--- config.mk ---
export PLATFORM = sky130hd
export DESIGN_NAME = mem_access_stage_flat
export DESIGN_NICKNAME = d
export VERILOG_FILES = /design/src/rtl/mem_access_stage_if.sv /design/src/rtl/mem_access_stage.sv /design/src/flat_wrapper.sv
export SDC_FILE = /design/constraint.sdc
export NUM_CORES = 1
export LEC_CHECK = 0
export BUFFER_PORTS_ARGS = -buffer_cell sky130_fd_sc_hd__clkbuf_2
export CORE_MARGIN = 8
export CORE_UTILIZATION = 30
export CTS_CLUSTER_DIAMETER = 40
export DETAILED_ROUTE_END_ITERATION = 6
export GPL_ROUTABILITY_DRIVEN = 1
export HOLD_SLACK_MARGIN = 0.06
export PLACE_DENSITY = 0.6
export SLEW_MARGIN = 20
export SYNTH_ARGS = -nofsm -noshare
export SYNTH_HDL_FRONTEND = slang
export SYNTH_SLANG_ARGS = --single-unit
--- constraint.sdc ---
create_clock -name clk -period 2.7 [get_ports clk]
set_input_delay 0.27 -clock clk [delete_from_list [all_inputs] [get_ports clk]]
set_output_delay 0.27 -clock clk [all_outputs]
set_load 0.02 [all_outputs]
--- src/rtl/mem_access_stage_if.sv ---
// Signal bundle around the MEM stage: EX->MEM input, data-SRAM port,
// MEM->WB output and the MEM bypass bus.
interface mem_access_stage_if;
  logic         EX_to_MEM_valid;
  logic         MEM_allow_in;
  logic [112:0] EX_to_MEM_bus;

  logic         data_sram_req;
  logic         data_sram_wr;
  logic [3:0]   data_sram_wstrb;
  logic [31:0]  data_sram_addr;
  logic [31:0]  data_sram_wdata;
  logic         data_sram_addr_ok;
  logic         data_sram_data_ok;
  logic [31:0]  data_sram_rdata;

  logic         MEM_to_WB_valid;
  logic         WB_allow_in;
  logic [110:0] MEM_to_WB_bus;
  logic [38:0]  MEM_to_BY_bus;

  modport master (
    input  EX_to_MEM_valid, EX_to_MEM_bus,
    output MEM_allow_in,
    output data_sram_req, data_sram_wr, data_sram_wstrb, data_sram_addr, data_sram_wdata,
    input  data_sram_addr_ok, data_sram_data_ok, data_sram_rdata,
    output MEM_to_WB_valid, MEM_to_WB_bus, MEM_to_BY_bus,
    input  WB_allow_in
  );

  modport slave (
    output EX_to_MEM_valid, EX_to_MEM_bus,
    input  MEM_allow_in,
    input  data_sram_req, data_sram_wr, data_sram_wstrb, data_sram_addr, data_sram_wdata,
    output data_sram_addr_ok, data_sram_data_ok, data_sram_rdata,
    input  MEM_to_WB_valid, MEM_to_WB_bus, MEM_to_BY_bus,
    output WB_allow_in
  );
endinterface

--- src/rtl/mem_access_stage.sv ---
// MEM pipeline stage: one data-SRAM request per load/store, holds the
// instruction until its response, then hands the bundle to WB.
module mem_access_stage (
  input  logic clk,
  input  logic reset,
  mem_access_stage_if.master io
);
  typedef enum logic [1:0] {IDLE, REQ, WAIT, HOLD} state_e;

  state_e       state_q, state_d;
  logic         mem_valid_q;
  logic [112:0] bus_q;
  logic [31:0]  rdata_buf_q;
  logic         ready_go, accept, req;

  logic [2:0]  f_stage;
  logic        f_rf_w_en, f_rf_w_data, f_sel_wd, f_en, f_we;
  logic [3:0]  f_b_en;
  logic [31:0] f_w_data, f_alu, f_pc, r_data;
  logic [4:0]  f_rd;
  logic        by_valid;

  assign {f_stage, f_rf_w_en, f_rf_w_data, f_sel_wd, f_en, f_we, f_b_en,
          f_w_data, f_rd, f_alu, f_pc} = bus_q;

  // ready_go kept outside the FSM process so allow_in/accept stay acyclic
  assign ready_go = (state_q == IDLE) || (state_q == HOLD) ||
                    ((state_q == WAIT) && io.data_sram_data_ok);
  assign io.MEM_allow_in    = ~mem_valid_q | (ready_go & io.WB_allow_in);
  assign io.MEM_to_WB_valid = mem_valid_q & ready_go;
  assign accept = io.EX_to_MEM_valid & io.MEM_allow_in;

  always_comb begin
    state_d = state_q;
    req     = 1'b0;
    case (state_q)
      IDLE: ;
      REQ: begin
        req = 1'b1;
        if (io.data_sram_addr_ok) state_d = WAIT;
      end
      WAIT:
        if (io.data_sram_data_ok) state_d = io.WB_allow_in ? IDLE : HOLD;
      HOLD:
        if (io.WB_allow_in) state_d = IDLE;
      default: state_d = IDLE;
    endcase
    // a newly accepted bundle decides the next state regardless of origin
    if (accept) state_d = io.EX_to_MEM_bus[106] ? REQ : IDLE;
  end

  always_ff @(posedge clk) begin
    if (reset) begin
      state_q     <= IDLE;
      mem_valid_q <= 1'b0;
      bus_q       <= '0;
      rdata_buf_q <= '0;
    end else begin
      state_q <= state_d;
      if (io.MEM_allow_in) mem_valid_q <= io.EX_to_MEM_valid;
      if (accept) bus_q <= io.EX_to_MEM_bus;
      if ((state_q == WAIT) && io.data_sram_data_ok && !io.WB_allow_in)
        rdata_buf_q <= io.data_sram_rdata;
    end
  end

  assign io.data_sram_req   = req;
  assign io.data_sram_wr    = f_we;
  assign io.data_sram_wstrb = f_we ? f_b_en : 4'b0;
  assign io.data_sram_addr  = f_alu;
  assign io.data_sram_wdata = (f_sel_wd & f_we) ? {4{f_w_data[7:0]}} : f_w_data;

  assign r_data = !f_en              ? 32'h0 :
                  (state_q == HOLD)  ? rdata_buf_q : io.data_sram_rdata;

  assign io.MEM_to_WB_bus = {f_stage, f_rf_w_en, f_rf_w_data, f_sel_wd, f_b_en,
                             r_data, f_rd, f_alu, f_pc};

  // loads are produced in WB, so only ALU-class results are forwarded here
  assign by_valid = mem_valid_q & ~f_rf_w_data & (f_stage[0] | f_stage[1]);
  assign io.MEM_to_BY_bus = {f_rd, f_alu, by_valid, f_rf_w_en};
endmodule

--- src/flat_wrapper.sv ---
// flat-port wrapper written by rule: the top's interface ports become plain ports
module mem_access_stage_flat 
  (clk, reset, io_EX_to_MEM_valid, io_EX_to_MEM_bus, io_MEM_allow_in, io_data_sram_req, io_data_sram_wr, io_data_sram_wstrb, io_data_sram_addr, io_data_sram_wdata, io_data_sram_addr_ok, io_data_sram_data_ok, io_data_sram_rdata, io_MEM_to_WB_valid, io_MEM_to_WB_bus, io_MEM_to_BY_bus, io_WB_allow_in);
  mem_access_stage_if io_i ();
  input  logic clk;
  input  logic reset;
  input wire logic [$bits(io_i.EX_to_MEM_valid)-1:0] io_EX_to_MEM_valid;
  input wire logic [$bits(io_i.EX_to_MEM_bus)-1:0] io_EX_to_MEM_bus;
  output wire logic [$bits(io_i.MEM_allow_in)-1:0] io_MEM_allow_in;
  output wire logic [$bits(io_i.data_sram_req)-1:0] io_data_sram_req;
  output wire logic [$bits(io_i.data_sram_wr)-1:0] io_data_sram_wr;
  output wire logic [$bits(io_i.data_sram_wstrb)-1:0] io_data_sram_wstrb;
  output wire logic [$bits(io_i.data_sram_addr)-1:0] io_data_sram_addr;
  output wire logic [$bits(io_i.data_sram_wdata)-1:0] io_data_sram_wdata;
  input wire logic [$bits(io_i.data_sram_addr_ok)-1:0] io_data_sram_addr_ok;
  input wire logic [$bits(io_i.data_sram_data_ok)-1:0] io_data_sram_data_ok;
  input wire logic [$bits(io_i.data_sram_rdata)-1:0] io_data_sram_rdata;
  output wire logic [$bits(io_i.MEM_to_WB_valid)-1:0] io_MEM_to_WB_valid;
  output wire logic [$bits(io_i.MEM_to_WB_bus)-1:0] io_MEM_to_WB_bus;
  output wire logic [$bits(io_i.MEM_to_BY_bus)-1:0] io_MEM_to_BY_bus;
  input wire logic [$bits(io_i.WB_allow_in)-1:0] io_WB_allow_in;
  assign io_i.EX_to_MEM_valid = io_EX_to_MEM_valid;
  assign io_i.EX_to_MEM_bus = io_EX_to_MEM_bus;
  assign io_MEM_allow_in = io_i.MEM_allow_in;
  assign io_data_sram_req = io_i.data_sram_req;
  assign io_data_sram_wr = io_i.data_sram_wr;
  assign io_data_sram_wstrb = io_i.data_sram_wstrb;
  assign io_data_sram_addr = io_i.data_sram_addr;
  assign io_data_sram_wdata = io_i.data_sram_wdata;
  assign io_i.data_sram_addr_ok = io_data_sram_addr_ok;
  assign io_i.data_sram_data_ok = io_data_sram_data_ok;
  assign io_i.data_sram_rdata = io_data_sram_rdata;
  assign io_MEM_to_WB_valid = io_i.MEM_to_WB_valid;
  assign io_MEM_to_WB_bus = io_i.MEM_to_WB_bus;
  assign io_MEM_to_BY_bus = io_i.MEM_to_BY_bus;
  assign io_i.WB_allow_in = io_WB_allow_in;
  mem_access_stage u_core (.clk(clk), .reset(reset), .io(io_i));
endmodule
==> Word level (Yosys, flattened, before mapping) <==
Index checks and enable logic that the tools add are counted.
{ "op_classes": {"reduce_logical": 8, "bitwise": 10, "n_mux": 12, "n_eq_ne": 6} }
{ "op_table": {"columns": ["op", "count"], "rows": [
  ["2-to-1 mux 32 bit", 3],
  ["2-to-1 mux 2 bit", 5],
  ["!= test 3 x 2 -> 1 bit, second input constant", 3],
  ["AND 1 bit", 6],
  ["one-hot mux 2 bit (3 select lines)", 1],
  ["equality test 2 bit, second input constant", 2],
  ["2-to-1 mux 4 bit", 1],
  ["AND reduction 4 bit", 1],
  ["nonzero test 4 bit", 1],
  ["equality test 2 x 1 -> 1 bit, second input constant", 1],
  ["logical AND 1 bit", 2],
  ["zero test 2 bit", 1],
  ["logical OR 1 bit", 2],
  ["2-to-1 mux 1 bit", 2],
  ["inverter 1 bit", 2],
  ["OR 1 bit", 2],
  ["zero test 1 bit", 1]
]} }
{ "word_totals": {"inputBits": 151, "ff_bits": 148, "wordCells": 40, "out_inout_bits": 222} }

==> Logic depth before layout (Yosys ltp) <==
{ "depth": {"word_depth": 8, "mapped_depth": 10, "mapped_depth_nobuf": 6} }

==> Least setup slack after synthesis <==
No wires, ideal clock.
{ "synth_path": {"path_type": "reg2reg", "start": "reg u_core.state_q[0]", "end": "reg u_core.bus_q[87]", "synth_period_minus_slack_ns": 1.751, "stages_incl_launch_ff": 11, "arrival_ns": 1.619, "setup_time_ns": 0.132, "t_required_ns": 2.568, "path_slack_ns": 0.949, "n_path_buf": 4, "path_cell_list": "dfxtp_1 -> inv_1 -> ha_1 -> and2_1 -> buf_2 -> o211a_1 -> buf_2 -> buf_6 -> buf_4 -> nand2_1 -> a21oi_1"} }
{ "synth_via": {"elab_chain_len": 6, "elab_cells_between_ends": 9, "cone_classes": "eq/ne: 2; bitwise: 3; reduce/logical: 4"} }
{ "synth_rtl": {"columns": ["item", "line", "source"], "rows": [
  ["start: declaration", "mem_access_stage.sv:10", "state_e state_q, state_d;"],
  ["start signal: assignment", "mem_access_stage.sv:59", "state_q <= state_d;"],
  ["equality test 2 bit (tied with other cells)", "mem_access_stage.sv:27", "assign ready_go = (state_q == IDLE) || (state_q == HOLD) ||"],
  ["logical OR 1 bit / logical AND 1 bit (equally long branches)", "mem_access_stage.sv:27, mem_access_stage.sv:28", null],
  ["logical OR 1 bit *", "mem_access_stage.sv:27", null],
  ["AND 1 bit *", "mem_access_stage.sv:29", "assign io.MEM_allow_in = ~mem_valid_q | (ready_go & io.WB_allow_in);"],
  ["OR 1 bit *", "mem_access_stage.sv:29", null],
  ["AND 1 bit *", "mem_access_stage.sv:31", "assign accept = io.EX_to_MEM_valid & io.MEM_allow_in;"],
  ["end signal: assignment", "mem_access_stage.sv:61", "if (accept) bus_q <= io.EX_to_MEM_bus;"],
  ["end: declaration", "mem_access_stage.sv:12", "logic [112:0] bus_q;"]
]} }
Every way passes the cells marked *; elsewhere a longest branch is shown, timed or not.
A chain may end at the register's enable or synchronous reset.

==> Worst setup path after layout <==
{ "layout_path": {"start": "reg u_core.state_q[0]", "end": "out io_MEM_to_WB_bus[81]"} }
{ "layout_via": {"elab_chain_len": 3} }
{ "layout_rtl": {"columns": ["item", "line", "source"], "rows": [
  ["equality test 2 bit", "mem_access_stage.sv:74", "(state_q == HOLD) ? rdata_buf_q : io.data_sram_rdata;"],
  ["2-to-1 mux 32 bit", "mem_access_stage.sv:74", null],
  ["2-to-1 mux 32 bit", "mem_access_stage.sv:73", "assign r_data = !f_en ? 32'h0 :"],
  ["end: declaration", "flat_wrapper.sv:19", "output wire logic [$bits(io_i.MEM_to_WB_bus)-1:0] io_MEM_to_WB_bus;"]
]} }
Every way passes these cells.

==> impl_metrics.toml <==
[placed_design]
hpwl_um = 16500
place_congestion = 0.754
place.port_buffers = 372

[floorplan]
initial_core_util = 0.302
fp.dieW_um = 171
die_y_um = 171
coreArea_um2 = 24000
pin_count = 373
die_area_um2 = 29400
std_cell_rows = 57

[yosys]
synthTopCellsByCount = "nand2_1 (293), buf_4 (168), dfxtp_1 (148)"
synth.distinct_cells = 26
synth_top_area_share = 0.409
syn_nets = 1088
synthesis.area_um2 = 7250
async_flop_share = 0
yosys_warnings = 0
ys.flop_type = "dfxtp_1"
yosysTopAreaCell = "dfxtp_1"
synth_area_leaders = "dfxtp_1 (41%), buf_4 (17%), nand2_1 (15%)"
netlist_instances = 934
syn_area_per_cell_um2 = 7.76
ys_seq_elements = 148
synth_edf_count = 0
synth_most_common_cell = "nand2_1"
ys_seq_area_frac = 0.409

[critical_path]
critPathLaunchType = "flop"
setup.worst_path.class = "flop to primary output"
crit_required_ps = 2430
critPathMaxFanout = 19
crit_arrival_ps = 2080
cp-end-kind = "primary output"

[pwr]
share_comb_of_total_power = 0.193
pwr-share-seq = 0.401
p_leak_uw = 0.00451
p_per_area_nw_per_um2 = 638
power_frac_clock = 0.406
p_int_uw = 4240
switching_share = 0.294
p_total_uw = 6000
netSwitchingPower_uw = 1760
ir_worst_vdd_mv = 0.287

[sta]
setup_viol_count_final = 0
final_hold_viol_count = 0
rsz0062_at_grt = "no"
slew_violations = 0
fmax_mhz = 426
worst_slew_pin_slew_ps = 798
fin_skew_ps = 13.0
final.setup.tns_ps = 0
fin_crit_sh = 0.869
slew_headroom = 0.467
fin_crit_ps = 2350

[clock_network]
worstSkewPairLatency_ps = 410
holdBufCountCts = 59
path_clk_slew_ps = 60
tritoncts = "built"
clockBufferDepth = 2
ctsRootBufferMaster = "clkbuf_16"
cts-resized-gates = 0
post_cts_buffers = 0
h-tree-depth = 4
clock_sinks = 148
cts-buffers-inserted = 17

[layout]
area_delta_synth_final_pct = 29.8
nets = 1337
diodes = 0
drive_gt1_frac = 0.349
final_core_util = 0.392

[drt]
wl_met2_um = 11100
met3RoutedLength_um = 2380
via_per_inst = 4.37
drc = 0
wire_per_inst_um = 15.2
route.vias.total = 6637
dr.pass1.iters = 4
routed_wl_um = 23200
top_layer_used = "met4"
wl_met1_um = 9360
drtAntennaViolNets = 0
drt_iter0_drc = 471

[grt]
grt_pass1_wl_um = 35600
track_usage = 0.151
grt_max_degree = 75
antenna_found_initial = 0
grt_pass1_vias = 6498
gr-total-overflow = 0

[run_status]
outcome = "completed"

[job]
drv_cap = 0

[hold_path]
hold_path_class = "primary input to flop"
==> per-stage QoR <==
stage	cells	area, um^2	setup WS (ps)	hold slack, ps
global placement	1427	8210	697	441
finish	1520	9420	354	82.3
CTS	1518	9400	329	60.4
detailed placement	1427	8210	645	446
global route	1520	9420	205	63.8
floorplan	934	7250	949	387
==> flip-flops by register name, summed over array words and instances, names as in the netlist <==
name and count:
u_core.state_q 2, u_core.mem_valid_q 1, u_core.rdata_buf_q 32, u_core.bus_q 113
==> power groups by stage <==
stage                     clock network (uW)  registers (uW)  logic, uW
after floorplan                            0            2430        889
after global placement                     0            2450       1100
after detailed placement                   0            2460       1100
after CTS                               2550            2410       1170
after global routing                    2640            2430       1270
final                                   2440            2410       1160
==> cell type report <==
type,instances,area (um^2)
inverter,4,15.0
clock buffer,21,450
clock inverter,11,148
multi-input combinational,566,2810
fill,2466,14600
tap,324,405
sequential,148,2960
timing repair buffer,446,2620
==> placed cells by master (no fill, tap or decap), types with 2 or more instances in the layout <==
master	instances
a21oi_1	146
mux2i_1	32
clkbuf_2	371
nand2_1	293
dfxtp_1	148
nor2b_1	32
a21o_1	24
clkbuf_16	17
nand2b_1	4
clkinv_2	3
bufinv_16	3
buf_12	4
nor2_1	4
dlygate4sd3_1	61
clkbuf_1	3
inv_6	4
and3_1	9
ha_1	2
inv_1	4
o21ai_0	4
and2_1	5
buf_4	10
==> kinds of logic (layout without fill, tap and decap cells) <==
group	count (synthesis)	count (layout)	synth area share
muxes	32	32	0.0442
adders and majority gates	3	3	0.00518
AOI/OAI and AO/OA	181	181	0.138
buffers and inverters	220	482	0.205
DFF	148	148	0.409
and+or+nand+nor	350	350	0.199
==> final timing paths <==
check	depth (start not counted)	slack, ps	from	end
worst max-delay path	5	350	u_core.state_q[0]$_SDFFE_PP0P_	io_MEM_to_WB_bus[81]
worst min-delay path	3	80	io_EX_to_MEM_bus[95]	u_core.bus_q[95]$_SDFFE_PP0N_
worst max register to register	7	650	u_core.state_q[0]$_SDFFE_PP0P_	u_core.bus_q[81]$_SDFFE_PP0N_
worst min register to register	2	450	u_core.bus_q[25]$_SDFFE_PP0N_	u_core.bus_q[25]$_SDFFE_PP0N_
==> layer usage <==
metal	track usage	up-vias
met1	0.179	2994
met2	0.251	280
met5	0	-
li1	-	3342
met3	0.0526	21
met4	0.0510	0
==> critical path, stage by stage, from the launching register on <==
cell and delay [ps]:
dfxtp_1 380, ha_2 570, buf_12 260, mux2i_1 220, nor2b_1 70, clkbuf_2 160
(Power assumes the default switching activity.)
